### src/rtl/vga_pkg.sv
// Shared VGA timing constants and small colour helpers used by the
// timing stage and the box renderer.
package vga_pkg;

  // Timing of the 1440x900 mode driven by the timing stage.
  localparam int H_ACT_START = 384;
  localparam int V_ACT_START = 31;
  localparam int ACT_W       = 1440;
  localparam int ACT_H       = 900;
  localparam int H_TOTAL     = 1904;

  // Width of box position registers; wide enough for either axis.
  localparam int POS_W = 11;

  // Colour levels.
  localparam logic [3:0] BG_LEVEL = 4'h4;
  localparam logic [3:0] FG_LEVEL = 4'hF;

  typedef struct packed {
    logic [3:0] r;
    logic [3:0] g;
    logic [3:0] b;
  } rgb_t;

  // Background colour selected by the red/green switches.
  function automatic rgb_t bg_colour(input logic red_en, input logic green_en);
    rgb_t c;
    c.r = red_en   ? BG_LEVEL : 4'h0;
    c.g = green_en ? BG_LEVEL : 4'h0;
    c.b = 4'h0;
    return c;
  endfunction

  // Solid box colour.
  function automatic rgb_t box_colour();
    rgb_t c;
    c.r = FG_LEVEL;
    c.g = FG_LEVEL;
    c.b = FG_LEVEL;
    return c;
  endfunction

endpackage

### src/rtl/vga_bounce_axis.sv
// One axis of the bouncing box: a position that moves by STEP on each
// enabled update and reflects at 0 and MAX, never leaving [0, MAX].
module vga_bounce_axis #(
  parameter int MAX  = 1376,
  parameter int STEP = 2
) (
  input  logic                     clk,
  input  logic                     rst_n,
  input  logic                     en,
  output logic [vga_pkg::POS_W-1:0] pos,
  output logic                     dir
);
  import vga_pkg::*;

  localparam logic [POS_W-1:0] MAX_P  = POS_W'(MAX);
  localparam logic [POS_W-1:0] STEP_P = POS_W'(STEP);

  logic [POS_W-1:0] pos_q, pos_d;
  logic             dir_q, dir_d;
  logic [POS_W:0]   pos_up;

  // One extra bit so pos+STEP near the top of the range cannot wrap.
  assign pos_up = {1'b0, pos_q} + {1'b0, STEP_P};

  // Next position/direction: move, or clamp to the edge and reverse.
  always_comb begin
    pos_d = pos_q;
    dir_d = dir_q;
    if (en) begin
      if (dir_q) begin
        if (pos_up >= {1'b0, MAX_P}) begin
          pos_d = MAX_P;
          dir_d = 1'b0;
        end else begin
          pos_d = pos_up[POS_W-1:0];
        end
      end else begin
        if (pos_q <= STEP_P) begin
          pos_d = '0;
          dir_d = 1'b1;
        end else begin
          pos_d = pos_q - STEP_P;
        end
      end
    end
  end

  // Position/direction state; starts at 0 heading upward.
  always_ff @(posedge clk or negedge rst_n) begin
    if (!rst_n) begin
      pos_q <= '0;
      dir_q <= 1'b1;
    end else begin
      pos_q <= pos_d;
      dir_q <= dir_d;
    end
  end

  assign pos = pos_q;
  assign dir = dir_q;

endmodule

### src/rtl/vga_box_renderer.sv
// Draws a solid white box that bounces around the active area over a
// switch-selected background. Two-clock pipeline from the timing-stage
// counters/syncs to the registered pixel and sync outputs.
module vga_box_renderer #(
  parameter int H_ACT_START = vga_pkg::H_ACT_START,
  parameter int V_ACT_START = vga_pkg::V_ACT_START,
  parameter int ACT_W       = vga_pkg::ACT_W,
  parameter int ACT_H       = vga_pkg::ACT_H,
  parameter int BOX         = 64,
  parameter int STEP        = 2
) (
  input  logic        clk,
  input  logic        rst_n,
  input  logic [10:0] hcount,
  input  logic [9:0]  vcount,
  input  logic        display_region,
  input  logic        hsync_in,
  input  logic        vsync_in,
  input  logic [2:0]  sw,
  output logic [3:0]  pix_r,
  output logic [3:0]  pix_g,
  output logic [3:0]  pix_b,
  output logic        hsync,
  output logic        vsync
);
  import vga_pkg::*;

  localparam logic [10:0]    H_OFF   = 11'(H_ACT_START);
  localparam logic [9:0]     V_OFF   = 10'(V_ACT_START);
  localparam logic [POS_W:0] BOX_EXT = (POS_W+1)'(BOX);

  // Switch synchroniser
  logic [2:0] sw_meta_q, sw_meta_d;
  logic [2:0] sw_sync_q, sw_sync_d;

  // Stage 1
  logic [10:0] x_p1_q, x_p1_d;
  logic [9:0]  y_p1_q, y_p1_d;
  logic        de_p1_q, de_p1_d;
  logic        hs_p1_q, hs_p1_d;
  logic        vs_p1_q, vs_p1_d;
  // live_* mark that the matching vsync flop holds a sampled input rather
  // than its reset value, so a reset cannot fake a falling edge.
  logic        live_p1_q, live_p1_d;
  logic        live_p2_q, live_p2_d;

  // Stage 2
  rgb_t        pix_p2_q, pix_p2_d;
  logic        hs_p2_q, hs_p2_d;
  logic        vs_p2_q, vs_p2_d;

  // Box state and hit detection
  logic [POS_W-1:0] bx, by;
  logic             dx, dy;
  logic             frame_tick;
  logic             move_en;
  logic             hit;
  logic [POS_W:0]   x_ext, y_ext, bx_ext, by_ext;

  // Falling edge of the registered vsync; lies in vertical blanking, so the
  // box only moves between visible frames.
  assign frame_tick = live_p2_q & vs_p2_q & ~vs_p1_q;
  assign move_en    = frame_tick & sw_sync_q[2];

  vga_bounce_axis #(
    .MAX  (ACT_W - BOX),
    .STEP (STEP)
  ) u_bx (
    .clk   (clk),
    .rst_n (rst_n),
    .en    (move_en),
    .pos   (bx),
    .dir   (dx)
  );

  vga_bounce_axis #(
    .MAX  (ACT_H - BOX),
    .STEP (STEP)
  ) u_by (
    .clk   (clk),
    .rst_n (rst_n),
    .en    (move_en),
    .pos   (by),
    .dir   (dy)
  );

  // Box membership of the stage-1 pixel, widened so bx+BOX cannot wrap.
  always_comb begin
    x_ext  = {1'b0, x_p1_q};
    y_ext  = {2'b00, y_p1_q};
    bx_ext = {1'b0, bx};
    by_ext = {1'b0, by};
    hit    = (x_ext >= bx_ext) && (x_ext < bx_ext + BOX_EXT) &&
             (y_ext >= by_ext) && (y_ext < by_ext + BOX_EXT);
  end

  // Next-state values for the synchroniser and both pipeline stages.
  always_comb begin
    sw_meta_d = sw;
    sw_sync_d = sw_meta_q;

    // ---- stage 1: active-area coordinates and delayed controls ----
    x_p1_d    = hcount - H_OFF;
    y_p1_d    = vcount - V_OFF;
    de_p1_d   = display_region;
    hs_p1_d   = hsync_in;
    vs_p1_d   = vsync_in;
    live_p1_d = 1'b1;
    live_p2_d = live_p1_q;

    // ---- stage 2: colour and output syncs ----
    pix_p2_d = '0;
    if (de_p1_q) begin
      if (hit) begin
        pix_p2_d = box_colour();
      end else begin
        pix_p2_d = bg_colour(sw_sync_q[0], sw_sync_q[1]);
      end
    end
    hs_p2_d = hs_p1_q;
    vs_p2_d = vs_p1_q;
  end

  // Two-flop switch synchroniser.
  always_ff @(posedge clk or negedge rst_n) begin
    if (!rst_n) begin
      sw_meta_q <= '0;
      sw_sync_q <= '0;
    end else begin
      sw_meta_q <= sw_meta_d;
      sw_sync_q <= sw_sync_d;
    end
  end

  // Stage-1 registers; syncs idle high.
  always_ff @(posedge clk or negedge rst_n) begin
    if (!rst_n) begin
      x_p1_q    <= '0;
      y_p1_q    <= '0;
      de_p1_q   <= 1'b0;
      hs_p1_q   <= 1'b1;
      vs_p1_q   <= 1'b1;
      live_p1_q <= 1'b0;
      live_p2_q <= 1'b0;
    end else begin
      x_p1_q    <= x_p1_d;
      y_p1_q    <= y_p1_d;
      de_p1_q   <= de_p1_d;
      hs_p1_q   <= hs_p1_d;
      vs_p1_q   <= vs_p1_d;
      live_p1_q <= live_p1_d;
      live_p2_q <= live_p2_d;
    end
  end

  // Stage-2 output registers; black pixel and idle-high syncs in reset.
  always_ff @(posedge clk or negedge rst_n) begin
    if (!rst_n) begin
      pix_p2_q <= '0;
      hs_p2_q  <= 1'b1;
      vs_p2_q  <= 1'b1;
    end else begin
      pix_p2_q <= pix_p2_d;
      hs_p2_q  <= hs_p2_d;
      vs_p2_q  <= vs_p2_d;
    end
  end

  assign pix_r = pix_p2_q.r;
  assign pix_g = pix_p2_q.g;
  assign pix_b = pix_p2_q.b;
  assign hsync = hs_p2_q;
  assign vsync = vs_p2_q;

endmodule

### config.mk
export PLATFORM = sky130hd
export DESIGN_NAME = vga_box_renderer
export DESIGN_NICKNAME = d
export VERILOG_FILES = /design/src/rtl/vga_pkg.sv /design/src/rtl/vga_bounce_axis.sv /design/src/rtl/vga_box_renderer.sv
export SDC_FILE = /design/constraint.sdc
export NUM_CORES = 1
export LEC_CHECK = 0
export ABC_CLOCK_PERIOD_IN_PS = 2350
export CAP_MARGIN = 10
export CORE_ASPECT_RATIO = 1.25
export CORE_MARGIN = 2
export CORE_UTILIZATION = 51
export DETAILED_ROUTE_END_ITERATION = 10
export HOLD_SLACK_MARGIN = 0.02
export PLACE_DENSITY_LB_ADDON = 0.2
export SETUP_SLACK_MARGIN = 0.5
export SYNTH_ARGS = -nofsm -noshare
export SYNTH_HDL_FRONTEND = slang
export SYNTH_SLANG_ARGS = --single-unit
### constraint.sdc
create_clock -name clk -period 2.35 [get_ports clk]
set_input_delay 0.3525 -clock clk [delete_from_list [all_inputs] [get_ports clk]]
set_output_delay 0.3525 -clock clk [all_outputs]
set_load 0.02 [all_outputs]
### Yosys cells after proc, flatten, opt, wreduce, memory -nomap -nowiden

Cells that the tools add are included.

* bits in registers: 70
* bits in latches: 0
* bits in writable memories: 0
* ROM bits: 0
* bits of input ports: 29
* output and inout port bits: 14
* word-level logic and storage cells: 57
* memories kept: 0

* $add $sub $neg: 8
* multipliers: 0
* divide/modulo/power cells: 0
* magnitude comparators: 8
* equality and inequality tests: 0
* shift operators: 0
* mux-type cells: 16
* bitwise operators: 4
* reductions and logical operators: 3

Operator list (number)
* 11-bit 2-to-1 mux: 6
* 11-bit by 2-bit adder with 12-bit output, second input constant: 2
* 11-bit by 7-bit adder with 12-bit output, second input constant: 2
* 12-bit 2-to-1 mux: 2
* 11-bit by 2-bit <= comparator with 1-bit output, second input constant: 2
* 11-bit by 2-bit subtractor with 11-bit output, second input constant: 2
* 12-bit by 10-bit greater-or-equal comparator with 1-bit output, second input constant: 1
* 12-bit by 11-bit greater-or-equal comparator with 1-bit output, second input constant: 1
* 10-bit by 12-bit < comparator with 1-bit output: 1
* 11-bit by 12-bit < comparator with 1-bit output: 1
* 10-bit by 11-bit greater-or-equal comparator with 1-bit output: 1
* 11-bit greater-or-equal comparator: 1
* 11-bit by 9-bit subtractor with 11-bit output, second input constant: 1
* 10-bit by 5-bit subtractor with 10-bit output, second input constant: 1
* 1-bit 2-to-1 mux: 6
* 3-bit 2-to-1 mux: 2
* 1-bit bitwise AND: 3
* 1-bit logical AND: 3
* 1-bit inverter: 1

### Depth between registers and ports, before layout

* depth after elaboration: 7
* mapped depth: 11
* depth with buffers taken out: 10

### Cells and area by module

A second synthesis with hierarchy kept.

* cell total of the unflattened synthesis: 482
* area total of the unflattened synthesis: 4305.4 µm²

By module, submodules not included
* vga_box_renderer: times used 1, cells an instance 202, area an instance 2125.8 µm², sequential area each 930.9 µm²
* vga_bounce_axis (u_bx): times used 1, cells an instance 142, area an instance 1101.1 µm², sequential area each 276.5 µm²
* vga_bounce_axis (u_by): times used 1, cells an instance 138, area an instance 1078.5 µm², sequential area each 276.5 µm²

### Least setup slack after synthesis

OpenSTA, ideal clock, no wires.

* kind: flip-flop to flip-flop
* start: register u_bx.pos_q[6] (netlist: u_bx.pos[6])
* end: register pix_p2_q (netlist bit pix_g[2])
* setup time: 0.063 ns
* arrival time: 2.352 ns
* required time: 2.287 ns
* setup slack: -0.065 ns
* cell stages (with the launch flop): 10
* path buffers: 1
* clock period less this slack: 2.415 ns
* cells stage by stage: dfrtp_1 -> buf_4 -> and3_1 -> xnor2_1 -> ha_1 -> a211oi_1 -> o2bb2ai_1 -> or4b_1 -> nor4_2 -> a21o_2

RTL lines
* start: declaration: RTL line vga_bounce_axis.sv:18 `logic [POS_W-1:0] pos_q, pos_d;`
* start signal: assignment: RTL line vga_bounce_axis.sv:54 `pos_q <= pos_d;`
* end signal: assignment: RTL line vga_box_renderer.sv:163 `pix_p2_q <= pix_p2_d;`
* end: declaration: RTL line vga_box_renderer.sv:48 `rgb_t pix_p2_q, pix_p2_d;`

==> results.md <==
* GRT Residual Overflow at 0
* Filler cells at about 540
* First-pass GRT wire length at between 15000 and 20000 um
* Antenna violations before repair at 0
* Die height at about 100 um
* GRT Total Usage at a little over a quarter
* Commonest cells after routing, fill and taps aside: 47 x buf_4, 42 x dfrtp_1, 34 x ha_1
* Initial Util at a little over half
* Detailed placement HPWL at ~7400 um
* Count of different cell masters after synthesis at 67
* Maxcap violations at 0
* Row count at 35
* Die width at between 80 and 90 um
* Hold Buf Count CTS at 0
* Cell Area, Synth at 3950 sq um
* Achievable Freq at roughly 0.43 GHz
* Worst flop-to-flop path startpoint: u_bx.pos[7]
* Number of H-tree levels at 3
* Kind of start point of the critical path: flip-flop
* CP Capture Type: flip-flop
* Clk sinks at 57
* Nets at roughly 570
* CP startpoint: u_bx.pos[7]
* Mean Syn Cell Area at about 9.4 sq um
* Lkg Pwr at roughly 0.0022 uW
* Final worst setup slack at ~0.028 ns
* Share of cells above drive strength 1 at roughly 29%
* Clock-pin slew on the worst setup and hold paths at roughly 0.08 ns
* Final period util at a little over nine tenths
* Drt first-iter violations at 167
* Antenna diodes at 0
* Ports at 43
* Vias at about 3600
* Share of the yosys chip area belonging to registers at roughly 36%
* Hold WC Path Type: in2async
* Final core occ at about 70%
* Skew-Pair Late Insertion Delay at 0.36 ns
* Post-DRT Antenna Nets at 0
* Initial DRT Pass Iterations at 4
* Ys flop type: dfrtp_1
* Relative slew slack at about 41%
* Pin count of the biggest net entering global routing at 37
* Worst Tran Pin Value at ~0.88 ns
* Critical Path End: pix_r[2]
* Hold_ws at approximately 0.11 ns
* Unrepaired setup endpoints after global routing: true
* Vias per std cell at roughly 6
* Peak supply drop at ~0.75 mV
* Syn nets at 489
* Final instance area at roughly 5300 sq um
* Crit path max fanout at 3
* Final Hold Vio Count at 0
* Power per cell area at 822 nW/um^2
* Worst-case reg-to-reg path depth at 9
* Wire per inst at between 15 and 20 um
* Syn Inst Count at 420
* Routability Congestion at between 0.9 and 1
* Setup Viol. Count Final at 0
* PortBufs at 41
* Run status: completed
* TritonCTS buffer count at 9
* Power Total at between 4000 and 5000 uW
* Commonest non-fill, non-tap cell in the layout: buf_4
* P&R area growth vs syn at 34.9%
* R2r endpoint: pix_r[2]
* DRC at 0
* Crit path kind: reg2reg
* Core Region at 7440 sq um
* CTS max path bufs at 2
* Number of global-route vias before repair at 3608
* Post-synthesis register bit count at 57
* Worst R2R Setup Slack at approximately 0.028 ns
* Pre-CTS setup slack at -0.00272 ns
* Synth warn at 0
* Final WL at about 11000 um
* Fin. max-slew vios at 0
* CP required at 2.65 ns
* Number of flops mapped to enable cells by yosys at 0
* CTS tree: built
* Fraction of registers with async set/reset at 100%
* Area of the die at ~8500 sq um
* Min Tclk post-route at around 2.3 ns
* Post-DP Area at roughly 4600 sq um
* Worst Path Arrival at 2.62 ns
* Clk_skew at 0.0108 ns
* Root Driver: clkbuf_8
-- stage by stage --
stage	instances	TNS, ns
3_5_place_dp	558	-0.00272
5_1_grt	595	-0.452
2_1_floorplan	420	0
6_report	595	0
4_1_cts	585	0
3_3_place_gp	558	0
-- worst min-delay path by stage --
stage	start	end	cells past startpoint
6_report	rst_n	x_p1_q[10]	1
5_1_grt	rst_n	x_p1_q[10]	1
4_1_cts	rst_n	x_p1_q[10]	1
3_5_place_dp	sw_meta_q[0]	sw_sync_q[0]	0
3_3_place_gp	live_p1_q	live_p2_q	0
2_1_floorplan	rst_n	de_p1_q	0
-- power breakdown --
group	internal (uW)	leakage, uW	switching [uW]
Clock	511	0.000107	494
Sequential	1130	0.000659	178
Combinational	920	0.00148	1150
-- logic make-up (layout without fill, tap and decap cells) --
group / Yosys count / after routing / synth area share, %
AOI/OAI and AO/OA: 117 / 117 / 20.6
xor gates and xnor gates: 24 / 24 / 5.32
adders and majority gates: 40 / 40 / 12.7
buffers and inverters: 54 / 137 / 7.19
DFF: 57 / 57 / 36.3
muxes: 3 / 3 / 0.791
other: 1 / 1 / 0.0949
and+or+nand+nor: 124 / 124 / 17.1
-- cell type report --
cell class / instances / area (sq um) / area share (%)
multi-input combinational: 309 / 2610 / 48.9
sequential: 57 / 1450 / 27.1
timing repair buffer: 97 / 863 / 16.2
clock buffer: 9 / 124 / 2.32
tap: 92 / 115 / 2.16
inverter: 24 / 90.1 / 1.69
clock inverter: 7 / 85.1 / 1.60
-- metal layers --
| layer | vias up | global-route usage, % | share of wire [%] |
|---|---|---|---|
| met5 | - | 0 | 0 |
| met3 | 48 | 5.65 | 4.9 |
| met1 | 1731 | 28.3 | 37 |
| met2 | 130 | 48.0 | 53 |
| met4 | 0 | 14.0 | 4.8 |
| li1 | 1698 | - | - |
-- cells in the mapped netlist, drive strengths merged (5+ instances only) --
| library cell | count | share of area, % |
|---|---|---|
| dfstp | 6 | 4.0 |
| nor4 | 5 | 1.1 |
| and3 | 5 | 0.79 |
| nand2 | 22 | 2.1 |
| a21o | 7 | 1.4 |
| dfrtp | 51 | 32 |
| ha | 40 | 13 |
| nor2 | 24 | 2.3 |
| nand2b | 5 | 0.79 |
| clkbuf | 9 | 0.89 |
| xnor2 | 20 | 4.4 |
| a32oi | 6 | 1.3 |
| a21oi | 12 | 1.5 |
| o21a | 7 | 1.3 |
| nor3 | 13 | 1.6 |
| nand3 | 23 | 3.5 |
| buf | 21 | 4.0 |
| o211ai | 6 | 1.3 |
| o21ai | 34 | 4.3 |
| a31oi | 5 | 0.79 |
| inv | 24 | 2.3 |
-- worst max-delay path, stage by stage (launching register included) --
cell and delay, ns:
dfrtp_1 0.38, ha_2 0.24, nand3_4 0.09, xnor2_2 0.13
ha_2 0.29, o22ai_2 0.17, o2bb2ai_1 0.09, or4b_4 0.50
nor4_4 0.22, a21o_2 0.14
-- timing repair --
action	CTS	global route
resized for setup	52	34
buffers inserted	11	10
setup endpoints to repair	36	30
pin swaps	16	14
-- registers in the layout, summed over array words and instances (netlist names), 2 cells and up --
signal and count:
sw_meta_q 3, u_by.pos 10, sw_sync_q 3, x_p1_q 10
u_bx.pos 10, pix_g 2, y_p1_q 9
No activity file was read; power rests on OpenSTA's default activity.
==> RTL edit 1, RTL diff (same flow settings) <==
Remove the register `hs_p2_q`: a continuous assignment takes its place, so the output `hsync` follows one clock earlier.
--- a/src/rtl/vga_box_renderer.sv
+++ b/src/rtl/vga_box_renderer.sv
@@ -157,14 +157,14 @@
   always_ff @(posedge clk or negedge rst_n) begin
     if (!rst_n) begin
       pix_p2_q <= '0;
-      hs_p2_q  <= 1'b1;
       vs_p2_q  <= 1'b1;
     end else begin
       pix_p2_q <= pix_p2_d;
-      hs_p2_q  <= hs_p2_d;
       vs_p2_q  <= vs_p2_d;
     end
   end
+
+  assign hs_p2_q = hs_p2_d;
 
   assign pix_r = pix_p2_q.r;
   assign pix_g = pix_p2_q.g;
Formal check against the unedited RTL: not equivalent (a bounded check fails within 4 cycles, from zero or initial values and one cycle with rst_n low).
==> RTL edit 1 against the original RTL <==
Final cell count up 1.2%; critical endpoint is now pix_g[2]$_DFF_PN0_; sequential cell count down 1; largest power group unchanged; synthesized area decreased by 0.66%; core utilization is 1.7 points higher; clock power decreased by 41%; worst setup slack worse by 4.2 ps; combinational power increased by 20%; maximum frequency fell by 0.18%; total power is 0.53% higher; routed wire length is 6.6% higher; hold slack lost 91 ps; clock skew is 4.9 ps higher; cell area rose by 1.7%.
==> RTL edit 1: results (changes against the original RTL) <==
* Worst skew pair latency at 330 ps (-30 ps)
* Yosys cell types at 67 (unchanged)
* DR iter-0 viols at 278 (+66%)
* Leakage at 2.194 nW (-2.2%)
* Layout cells sized above 1 at 33.92% (+4.5 points)
* RD Place Congestion at 0.9181 (-3.7%)
* Critical Path AT at 2550 ps (-70 ps)
* HP Class: input port to async pin
* Ranking of synthesized cells by area: dfrtp_1 (33%), ha_1 (13%), xnor2_1 (4.5%)
* Setup WS pre-CTS at -61.82 ps (-59.09 ps)
* Syn_nets at 488 (-0.20%)
* TNS Setup at 0 ps (unchanged)
* FF-to-FF Start: u_bx.pos[7]$_DFFE_PN0P_
* Port-buffer cells at 41 (unchanged)
* Commonest cells in the netlist: dfrtp_1 (51), ha_1 (40), o21ai_0 (33)
* Placed cell area at 4553 um^2 (-1.3%)
* Largest net degree at the start of global routing at 34 (-8.1%)
* Routed WL at 11.48 mm (+6.6%)
* Post-CTS Hold Buffers at 0 (unchanged)
* Initial antenna violation count at 0 (unchanged)
* Root Driver: clkbuf_8
* Critical path type: flip-flop to flip-flop
* Final #Nets at 578 (+1.9%)
* Number of global-route vias before repair at 3778 (+4.7%)
* R2R Setup Slk at 20 ps
* Cells after synthesis at 419 (-0.24%)
* Worst-path clk slew at 110 ps (+30 ps)
* Ys Warns at 0 (unchanged)
* GRT Overall Usage at 26.72% (+0.22 points)
* Clock skew at 15.65 ps (+4.895 ps)
* Ant diodes at 0 (unchanged)
* CTS Buffer Depth at 2 (unchanged)
* Crit path max fanout at 9 (+6)
* H-tree Lvls at 2 (-1)
* Maximum vdd drop at 0.0005855 V (-22%)
* Ys async rst share at 100.0% (unchanged)
* Tightest Pin Transition at 611.4 ps (-269.2 ps)
* Hpwl dp at 7.460 mm (+0.63%)
* Fmax at 429.9 MHz (-0.18%)
* Register area share after synthesis at 35.85% (-0.43 points)
* First-pass GRT wire length at 17.31 mm (+3.3%)
* TritonCTS buffer count at 5 (-4)
* TritonRoute pass-1 iters at 5 (+1)
* Status: finished clean
* DR vias at 3713 (+2.9%)
## RTL edit 1: changes by cell type after synthesis
cell	unedited run	this run
dfstp_2	6	5
## RTL edit 1: worst max-delay path, stage by stage, from the launching register on
cell and delay [ps]:
dfrtp_1 430, buf_4 210, inv_1 80, buf_4 160, ha_1 180, a2111oi_1 430, o211ai_1 190, o22ai_1 250
nor4_4 100, a21o_2 200
## RTL edit 1: cell type report
type,instances,area [um^2]
clock buffer,5,68.82
clock inverter,3,28.78
fill,509,1976
inverter,24,90.09
multi-input combinational,309,2700
sequential,56,1423
tap,92,115.1
timing repair buffer,113,999.7
## RTL edit 1: through the flow
stage,cells,hold WS [ps]
floorplan,419,56.91
global placement,551,333.0
detailed placement,551,336.2
CTS,579,37.78
global route,602,58.37
finish,602,15.52
## RTL edit 1: worst paths after layout
kind                                          end  cells after the start
setup / recovery               pix_g[2]$_DFF_PN0_                      9
max in group asynchronous    u_by.dir$_DFFE_PN1P_                      2
setup reg to reg               pix_g[2]$_DFF_PN0_                      9
min in group clk           sw_sync_q[2]$_DFF_PN0_                      0
hold reg to reg            sw_sync_q[2]$_DFF_PN0_                      0
hold / removal                x_p1_q[6]$_DFF_PN0_                      1
## RTL edit 1: routing by layer
layer / vias to the layer above / global-route usage [%] / part of all wire, %
met4: 0 / 13.46 / 3.5
li1: 1715 / - / -
met2: 163 / 49.32 / 55
met1: 1792 / 29.01 / 36
met3: 43 / 3.887 / 5.1
met5: - / 0 / 0
## RTL edit 1: timing repair
action                                  CTS  global route
buffers inserted                         20            23
gates resized for setup                  41            71
endpoints found under the setup margin   33            33
pin swaps                                13            25
endpoints found under the hold margin     0             0
## RTL edit 1: power breakdown
| group | internal, mW | total [mW] | switching, mW |
|---|---|---|---|
| Clock | 0.226 | 0.591 | 0.365 |
| Combinational | 1.20 | 2.49 | 1.30 |
| Sequential | 1.12 | 1.32 | 0.209 |
## RTL edit 1: cells by family after synthesis
group / synth area share [%]
other cells: 0.09551
simple gates: 17.18
flops: 35.85
mux: 0.7967
xor+xnor: 5.354
compound gates: 20.75
fa+ha+maj: 12.75
buf+inv: 7.234
==> RTL edit 2, RTL diff (config.mk and constraints unchanged) <==
Made on the original files. The parameter `BOX` goes from 64 to 32.
--- a/src/rtl/vga_box_renderer.sv
+++ b/src/rtl/vga_box_renderer.sv
@@ -6,7 +6,7 @@
   parameter int V_ACT_START = vga_pkg::V_ACT_START,
   parameter int ACT_W       = vga_pkg::ACT_W,
   parameter int ACT_H       = vga_pkg::ACT_H,
-  parameter int BOX         = 64,
+  parameter int BOX         = 32,
   parameter int STEP        = 2
 ) (
   input  logic        clk,
Behaviour: not the same (a bounded check fails within 4 cycles, from zero or initial values and one cycle with rst_n low).
==> RTL edit 2 against the original RTL <==
Worst setup slack better by 170 ps; synthesized area is 3.5% higher; total power increased by 43%; cell area increased by 6.6%; count of clock-buffer cells in the layout did not move; routed wire length rose by 8.4%; sequential cell count unchanged.
==> RTL edit 2: results (changes against the original RTL) <==
* Status: finished clean
* Non-clk invs at 25 (+4.2%)
* DR iter-0 viols at 209 (+25%)
* Hpwl dp at 6.982 mm (-5.8%)
* Slowest stage delay, CP at 450 ps (-50 ps)
* RD Place Congestion at 0.9066 (-4.9%)
* Leakage at 2.287 nW (+1.9%)
* RR Endpoint: pix_g[2]$_DFF_PN0_
* Compound-Gate Fraction of Synth Area at 19.67% (-0.94 points)
* Ys Warns at 0 (unchanged)
* Crit path max fanout at 4 (+1)
* Critical Path AT at 2440 ps (-180 ps)
* Sequential cell area at 1451 um^2 (+0.43%)
* Buffers excl. clock at 112 (+15%)
* HP Class: flip-flop to flip-flop
* Part of the power in registers at 25.5% (-4.4 points)
* FILL cells at 530 (-2.4%)
* Post-Layout Cell Count at 635 (+6.7%)
* Largest net degree at the start of global routing at 34 (-8.1%)
* Slowest CP cell: dfrtp_2
* Root Driver: clkbuf_8
* Relative slew slack at 61.60% (+20 points)
* Syn_nets at 513 (+4.9%)
* FF-to-FF Start: u_by.pos[6]$_DFFE_PN0P_
* TritonRoute pass-1 iters at 5 (+1)
* Mean area per synthesized cell at 9.254 um^2 (-1.7%)
* DR WL/cell at 18.38 um (+1.6%)
* Layout cells sized above 1 at 34.07% (+4.7 points)
* Register area share after synthesis at 35.06% (-1.2 points)
* Crit-path leading delay family: compound AO/OA/AOI/OAI gates
* Port-buffer cells at 41 (unchanged)
* CP Launch Point: u_by.pos[6]$_DFFE_PN0P_
* Multi-input combinational area share at 48.87% (-0.077 points)
* Maximum vdd drop at 0.0006811 V (-8.7%)
* Ranking of synthesized cells by area: dfrtp_1 (31%), ha_1 (13%), xnor2_1 (4.1%)
* Clk cell area share at 3.982% (+0.064 points)
* #MultiIn Comb at 330 (+6.8%)
* Final #Nets at 606 (+6.9%)
* Sw frac at 43.11% (+1.6 points)
* First-pass GRT wire length at 18.17 mm (+8.4%)
* Comb power at 3.62 mW (+75%)
* Hold EP: sw_sync_q[0]$_DFF_PN0_
* NonClk Buf Share at 17.78% (+1.6 points)
* Yosys cell types at 74 (+10%)
* Clock skew at 7.396 ps (-3.354 ps)
* Vias per inst at 6.195 (+2.2%)
* Xor and xnor area share after synthesis at 5.139% (-0.18 points)
* FF-to-FF path depth at 8 (-1)
* R2R Setup Slk at 200 ps (+170 ps)
* GRT Overall Usage at 25.58% (-0.92 points)
* Cell Count Post-Placement at 564 (+1.1%)
* H-tree Lvls at 3 (unchanged)
* Mux contribution to synthesized area at 0.5200% (-0.27 points)
* Adder-cell share of the synthesized area at 12.85% (+0.19 points)
* CTS Sinks at 57 (unchanged)
* Number of global-route vias before repair at 3822 (+5.9%)
* Commonest cells in the netlist: dfrtp_1 (51), ha_1 (42), nor2_1 (34)
==> RTL edit 2: repair_timing <==
| action | 4_1_cts | 5_1_grt |
|---|---|---|
| endpoints found under the hold margin | 21 | 0 |
| setup endpoints to repair | 35 | 25 |
| pin swaps | 33 | 29 |
| gates cloned | 1 | 0 |
| setup buffers | 37 | 16 |
| resized for setup | 60 | 48 |
| hold buffers | 1 | 0 |
==> RTL edit 2: routing by layer <==
layer,GRT usage (%),share of wire (%)
met3,3.968,4.9
met2,46.49,55
met4,10.25,2.6
met1,29.60,37
met5,0,0
==> RTL edit 2: through the flow <==
stage	area [um^2]	hold WS (ps)	setup WS [ps]	power, mW
finish	5687	349.5	195.7	6.280
global route	5687	354.9	104.3	6.640
CTS	5358	349.5	247.9	5.681
detailed placement	4596	337.2	164.5	3.954
global placement	4596	334.5	192.3	3.884
floorplan	4131	56.91	429.8	3.336
